File: config.mk
export PLATFORM = sky130hd
export DESIGN_NAME = iob_rr_merge
export DESIGN_NICKNAME = d
export VERILOG_FILES = /design/src/rtl/iob_rr_merge_pkg.sv /design/src/rtl/iob_rr_prio_sel.sv /design/src/rtl/iob_rr_merge.sv
export SDC_FILE = /design/constraint.sdc
export NUM_CORES = 1
export LEC_CHECK = 0
export BUFFER_PORTS_ARGS = -buffer_cell sky130_fd_sc_hd__buf_2
export CORE_AREA = 4 4 119 121
export CTS_CLUSTER_DIAMETER = 150
export DETAILED_ROUTE_END_ITERATION = 10
export DIE_AREA = 0 0 123 125
export GPL_ROUTABILITY_DRIVEN = 0
export GPL_TIMING_DRIVEN = 0
export PLACE_DENSITY = 0.44
export REMOVE_ABC_BUFFERS = 1
export SYNTH_ARGS = -nofsm -noshare
export SYNTH_HDL_FRONTEND = slang
export SYNTH_HIERARCHICAL = 1
export SYNTH_SLANG_ARGS = --single-unit
File: constraint.sdc
create_clock -name clk -period 3.1 [get_ports clk]
set_input_delay 0.62 -clock clk [delete_from_list [all_inputs] [get_ports clk]]
set_output_delay 0.62 -clock clk [all_outputs]
set_load 0.01 [all_outputs]
File: src/rtl/iob_rr_merge_pkg.sv
// Shared definitions for the IOb round-robin merge.
//   state_t      : arbiter FSM encoding (IDLE / BUSY)
//   req_width    : packed request width  {valid, address, wdata, wstrb}
//   resp_width   : packed response width {rdata, ready}
//   idx_width    : width of a master index (at least 1 bit)
//   valid_bit    : bit position of master i's valid inside the packed m_req bus
//   ready_bit    : bit position of master i's ready inside the packed m_resp bus
package iob_rr_merge_pkg;

  typedef enum logic {
    IDLE = 1'b0,
    BUSY = 1'b1
  } state_t;

  function automatic int req_width(input int addr_w, input int data_w);
    return 1 + addr_w + data_w + data_w / 8;
  endfunction

  function automatic int resp_width(input int data_w);
    return data_w + 1;
  endfunction

  function automatic int idx_width(input int n);
    return (n > 1) ? $clog2(n) : 1;
  endfunction

  function automatic int valid_bit(input int i, input int req_w);
    return i * req_w + req_w - 1;
  endfunction

  function automatic int ready_bit(input int i, input int resp_w);
    return i * resp_w;
  endfunction

endpackage

File: src/rtl/iob_rr_prio_sel.sv
// Combinational round-robin priority selector.
//   req     : one request bit per master
//   last    : index of the master served most recently
//   any_req : at least one request is pending
//   sel     : first requesting index scanning last+1, last+2, ... modulo N
// The request vector is rotated so that last+1 lands on bit 0, a fixed
// priority encoder picks the lowest set bit, and the result is rotated back.
module iob_rr_prio_sel #(
  parameter int N  = 2,
  parameter int IW = 1
) (
  input  logic [N-1:0]  req,
  input  logic [IW-1:0] last,
  output logic          any_req,
  output logic [IW-1:0] sel
);

  logic [2*N-1:0] dbl;
  logic [N-1:0]   rot;
  logic [IW:0]    sh;
  logic [IW:0]    pos;
  logic [IW:0]    sum;
  logic           hit;

  always_comb begin
    // last <= N-1, so the shift amount is at most N; shifting the doubled
    // vector by N yields req again, which removes the need for a modulo.
    sh  = {1'b0, last} + 1'b1;
    dbl = {req, req};
    rot = N'(dbl >> sh);

    hit = 1'b0;
    pos = '0;
    for (int i = 0; i < N; i++) begin
      if (!hit && rot[i]) begin
        hit = 1'b1;
        pos = (IW+1)'(i);
      end
    end

    // Un-rotate: sum < 2N always, so one conditional subtract is enough.
    sum = sh + pos;
    if (sum >= (IW+1)'(N)) begin
      sum = sum - (IW+1)'(N);
    end

    any_req = |req;
    sel     = sum[IW-1:0];
  end

endmodule

File: src/rtl/iob_rr_merge.sv
// Round-robin N-master to 1-slave arbiter for the IOb native bus.
//   clk, rst  : clock, synchronous active-high reset
//   m_req     : packed master requests, master i in slice i, {valid, address, wdata, wstrb}
//   m_resp    : packed master responses, master i in slice i, {rdata, ready}
//   s_req     : request to the shared slave
//   s_resp    : response from the shared slave
//   dbg_state : current arbiter state
//
// Handshake: a master raises valid and holds valid/address/wdata/wstrb stable
// until it observes ready=1 for one cycle; the slave completes a transfer by
// pulsing ready=1 for one cycle while s_req valid is high. wstrb=0 is a read.
module iob_rr_merge
  import iob_rr_merge_pkg::*;
#(
  parameter int N_MASTERS = 2,
  parameter int ADDR_W    = 32,
  parameter int DATA_W    = 32,
  localparam int REQ_W    = req_width(ADDR_W, DATA_W),
  localparam int RESP_W   = resp_width(DATA_W)
) (
  input  logic                        clk,
  input  logic                        rst,
  input  logic [N_MASTERS*REQ_W-1:0]  m_req,
  output logic [N_MASTERS*RESP_W-1:0] m_resp,
  output logic [REQ_W-1:0]            s_req,
  input  logic [RESP_W-1:0]           s_resp,
  output state_t                      dbg_state
);

  localparam int IW = idx_width(N_MASTERS);
  // Slice table padded to a power of two so gnt indexes it without range gaps.
  localparam int NP = 1 << IW;

  state_t          state, state_nxt;
  logic [IW-1:0]   gnt, gnt_nxt;
  logic [IW-1:0]   last, last_nxt;
  logic [IW-1:0]   sel;
  logic            any_req;
  logic            s_ready;
  logic [N_MASTERS-1:0] m_valid;
  logic [REQ_W-1:0]     req_arr [NP];

  for (genvar i = 0; i < NP; i++) begin : g_slice
    if (i < N_MASTERS) begin : g_real
      assign req_arr[i] = m_req[i*REQ_W +: REQ_W];
      assign m_valid[i] = m_req[valid_bit(i, REQ_W)];
      // Only the granted master sees the slave response, with no added latency.
      assign m_resp[i*RESP_W +: RESP_W] =
        (state == BUSY && gnt == IW'(i)) ? s_resp : '0;
    end else begin : g_pad
      assign req_arr[i] = '0;
    end
  end

  assign s_ready   = s_resp[0];
  assign dbg_state = state;

  // The forwarded valid is m_valid[gnt] gated by BUSY; zero in IDLE.
  assign s_req = (state == BUSY) ? req_arr[gnt] : '0;

  iob_rr_prio_sel #(
    .N  (N_MASTERS),
    .IW (IW)
  ) u_prio_sel (
    .req     (m_valid),
    .last    (last),
    .any_req (any_req),
    .sel     (sel)
  );

  always_comb begin
    state_nxt = state;
    gnt_nxt   = gnt;
    last_nxt  = last;
    case (state)
      IDLE: begin
        // Slave ready seen here is ignored.
        if (any_req) begin
          gnt_nxt   = sel;
          state_nxt = BUSY;
        end
      end
      BUSY: begin
        // Grant held until the slave answers, even if the master drops valid.
        if (s_ready) begin
          last_nxt  = gnt;
          state_nxt = IDLE;
        end
      end
      default: state_nxt = IDLE;
    endcase
  end

  always_ff @(posedge clk) begin
    if (rst) begin
      state <= IDLE;
      gnt   <= '0;
      last  <= IW'(N_MASTERS - 1);
    end else begin
      state <= state_nxt;
      gnt   <= gnt_nxt;
      last  <= last_nxt;
    end
  end

endmodule
Word-level counts from Yosys, hierarchy flattened

Index checks and enable logic that the tools add are counted.

Add/sub/neg operators: 3
Magnitude comparators: 2
Shift-type cells: 1
Muxes and demuxes: 12
Bitwise gates (word level): 3
Reductions and logical operators: 7

Operators by type and width:

| operator              | count |
|---|---|
| $mux W69              | 4 |
| $mux W33              | 2 |
| $mux W1               | 5 |
| $ge A2 B2 Y1 const B  | 2 |
| $reduce_and A2 Y1     | 2 |
| $shr A4 B2 Y2         | 1 |
| $logic_and A1 B1 Y1   | 3 |
| $add A1 B1 Y2 const B | 1 |
| $add A2 B1 Y2         | 1 |
| $not A1 Y1            | 2 |
| $not A1 Y2            | 1 |
| $pmux W1 S2           | 1 |
| $reduce_or A2 Y1      | 1 |
| $logic_not A1 Y1      | 1 |
| $sub A1 B1 Y1 const B | 1 |

Bits in registers: 3
Bits of input ports: 173
Logic and storage cells: 31

Depth between registers and ports, before layout

Word-level depth: 9
Depth in mapped cells: 5
Mapped depth without buffers: 4

Cells and area by module

The synthesis kept the hierarchy.

Modules (own cells, without submodules):

| module          | instances | cells each | area each (um^2) | sequential area each (um^2) |
|---|---|---|---|---|
| iob_rr_merge    | 1         | 242        | 1,864.3          | 60.1 |
| iob_rr_prio_sel | 1         | 4          | 21.3             | 0.0 |

Least setup slack after synthesis

No wires, ideal clock.

Path type: reg-to-output
Start point: register state (netlist: dbg_state)
End point: output s_req[28]
Arrival time: 1.018 ns
Required time: 2.480 ns
Slack: 1.462 ns
Stages on the path, launching flop included: 4
Path buffers: 2
Path through: dfxtp_1 buf_4 clkbuf_2 nor2b_1

Cells in the longest elaborated chain, start to end: 1

Ends and longest elaborated chain:

| what                   | RTL line            | RTL |
|---|---|---|
| start, declared        | iob_rr_merge.sv:34  | `state_t state, state_nxt;` |
| start signal, assigned | iob_rr_merge.sv:100 | `state <= state_nxt;` |
| $mux W69               | iob_rr_merge.sv:59  | `assign s_req = (state == BUSY) ? req_arr[gnt] : '0;` |
| end, declared          | iob_rr_merge.sv:25  | `output logic [REQ_W-1:0] s_req,` |

Every way passes these cells.

Worst setup path in the final report

Start point: register state (netlist: dbg_state)
End point: output m_resp[22]

Cells in the longest elaborated chain, start to end: 2

Ends and longest elaborated chain:

| what                | RTL line           | RTL |
|---|---|---|
| $logic_and A1 B1 Y1 | iob_rr_merge.sv:49 | `(state == BUSY && gnt == IW'(i)) ? s_resp : '0;` |
| $mux W33            | iob_rr_merge.sv:49 |  |
| end, declared       | iob_rr_merge.sv:24 | `output logic [N_MASTERS*RESP_W-1:0] m_resp,` |

Every way passes these cells.

==> flow_summary.json <==
{
  "power_frac_comb_pct": 63.0,
  "tns_ns": 0,
  "final_cell_area_sq_um": 3580,
  "drive_gt1_share_pct": 59.6,
  "drt_pass1_iterations": 4,
  "power_density_nw_per_um2": 207,
  "power_frac_clock_pct": 27.3,
  "pin_count": 309,
  "cp.arrival_ns": 2.20,
  "ant_nets": 0,
  "critPathSlowestCell": "dfxtp_2",
  "die_h_um": 125,
  "fp-row-count": 42,
  "syn_area_sq_um": 1890,
  "hold_ws_ns": 0.494,
  "path_class": "reg2out",
  "syn2layout_area_growth_pct": 89.8,
  "hpwl_um": 7960,
  "wl_per_cell_um": 12.9,
  "drc_errors": 0,
  "grtUsageTotal_pct": 10.4,
  "cts_hold_buffers": 0,
  "numCtsBuffers": 3,
  "power_mw": 0.740,
  "crit_path_start_kind": "flop",
  "switching_share_pct": 37.3,
  "max_cap_viol_count": 0,
  "insertion_delay_ns": 0.22,
  "antenna_found_initial": 0,
  "viasPerCell": 3.92,
  "die_area_sq_um": 15400,
  "finalSetupViolations": 0,
  "grt_max_degree": 59,
  "worstPathRequired_ns": 2.48,
  "synth_warnings": 6,
  "vias": 2785,
  "outcome": "finished clean",
  "overflow": 0,
  "grt_pass1_vias": 2721,
  "hold_violations": 0,
  "nNetsFinal": 708,
  "grt_first_pass_wirelength_um": 13300,
  "synth_cell_types": 24,
  "max_freq_mhz": 354,
  "crit_chain": "buf_12, nor2b_4, and2_1, buf_2",
  "cp-end-kind": "primary output",
  "hp-class": "reg2reg",
  "p_leak_nw": 2.13,
  "rsz0062_at_grt": "no",
  "drv_slew": 0,
  "place_area_sq_um": 3500,
  "cts_tree": "built",
  "clk_pin_slew_ns": 0.03,
  "period_needed_ns": 2.82,
  "root_buffer": "clkbuf_16",
  "ir_drop_v": 0.000349,
  "max-slew-margin-rel_pct": 51.9,
  "clock_skew_ns": 0.00185,
  "clockBufferDepth": 2,
  "cp_slowest_stage_delay_ns": 0.78,
  "cts.sinks": 3,
  "cts_max_level": 1,
  "internal-power_mw": 0.464,
  "yosysSeqAreaShare_pct": 3.19,
  "postSynthCellCount": 246,
  "drt_first_iter_violations": 73,
  "seq_power_share_pct": 9.6,
  "switching_power_mw": 0.276,
  "dieWidth_um": 123,
  "avgSynthCellArea_sq_um": 7.66,
  "core-area_sq_um": 13100,
  "tightestPinTransition_ns": 0.721,
  "antenna_cells": 0,
  "crit_fanout": 58,
  "post_cts_buffers": 0,
  "timing.final.crit_share_pct": 91.1,
  "cts_resized": 0,
  "wl_um": 9170,
  "start_util_pct": 14.4,
  "synth_seq_cells": 3,
  "io_buffers": 308,
  "fill_cells": 1437
}
[layer usage]
metal	vias up	share of wire (%)	track usage, %
li1	1402	-	-
met1	1231	36	11.4
met2	142	53	20.5
met3	10	10	2.08
met5	-	0	0
met4	0	1.1	1.63
[flip-flops by register name (all words and copies together) (netlist names)]
register,cells
gnt,1
dbg_state,1
last,1
[metrics by stage]
step | cells | setup WS, ns | util (%)
6_report | 710 | 0.275 | 27.3
5_1_grt | 710 | 0.0259 | 27.3
4_1_cts | 710 | 0.216 | 27.3
3_5_place_dp | 706 | 0.455 | 26.7
3_3_place_gp | 704 | -2.33 | 26.3
2_1_floorplan | 220 | -1.06 | -
[logic make-up (layout without fill, tap and decap cells)]
| logic type | after synthesis | after routing | synth area share (%) |
|---|---|---|---|
| AOI/OAI and AO/OA | 4 | 4 | 1.59 |
| buffers and inverters | 27 | 315 | 10.8 |
| DFF | 3 | 3 | 3.19 |
| muxes | 69 | 69 | 36.6 |
| and+or+nand+nor | 143 | 143 | 47.8 |
[cells in the final DEF, fill, tap and decap left out, drive strengths merged]
master / n
buf: 310
nor2: 2
a21oi: 1
nand2b: 2
clkbuf: 4
dfxtp: 3
and3: 33
nand2: 2
nor2b: 70
nor4bb: 1
o21a: 1
mux2i: 69
and2: 32
a211o: 1
inv: 1
or2: 1
a31o: 1
[Yosys cell counts]
cell type  count  area, sq um
a211o_1        1         8.76
a21oi_1        1         5.00
a31o_2         1         8.76
and2_1        32          200
and3_1        32          200
and3_4         1         11.3
buf_12         3         60.1
buf_2          6         30.0
buf_4          5         37.5
buf_6          1         11.3
buf_8          1         15.0
clkbuf_1       3         11.3
clkbuf_2       7         35.0
dfxtp_1        3         60.1
inv_1          1         3.75
mux2i_1       69          691
nand2_1        2         7.51
nand2b_1       2         12.5
nor2_1         2         7.51
nor2b_1       69          432
nor2b_4        1         13.8
nor4bb_1       1         10.0
o21a_1         1         7.51
or2_1          1         6.26
[area by class of cell]
type                            instances  area (sq um)  area share (%)
Clock buffer                            4          78.8            2.20
Inverter                                1          3.75           0.105
Multi-Input combinational cell        216          1620            45.3
Sequential cell                         3          65.1            1.82
Tap cell                              176           220            6.15
Timing Repair Buffer                  310          1590            44.4
[critical path, delay by kind of cell (launching register included)]
| kind | cells | cell delay [ns] |
|---|---|---|
| flops | 1 | 0.78 |
| simple gates | 2 | 0.74 |
| buf+inv | 2 | 0.43 |
[power groups by stage]
stage | clock network (mW) | logic, mW | registers [mW]
after global placement | 0 | 0.452 | 0.103
after CTS | 0.207 | 0.474 | 0.0723
after floorplan | 0 | 0.222 | 0.0853
after detailed placement | 0 | 0.472 | 0.0728
after global routing | 0.210 | 0.513 | 0.0762
final | 0.202 | 0.467 | 0.0713
[final timing paths]
check	from	to	cells after the start	slack, ns
min	last	last	1	0.49
min reg2reg	last	last	1	0.49
max reg2reg	dbg_state	last	2	1.74
max	dbg_state	m_resp[22]	4	0.28
No activity file was read; power rests on OpenSTA's default activity.
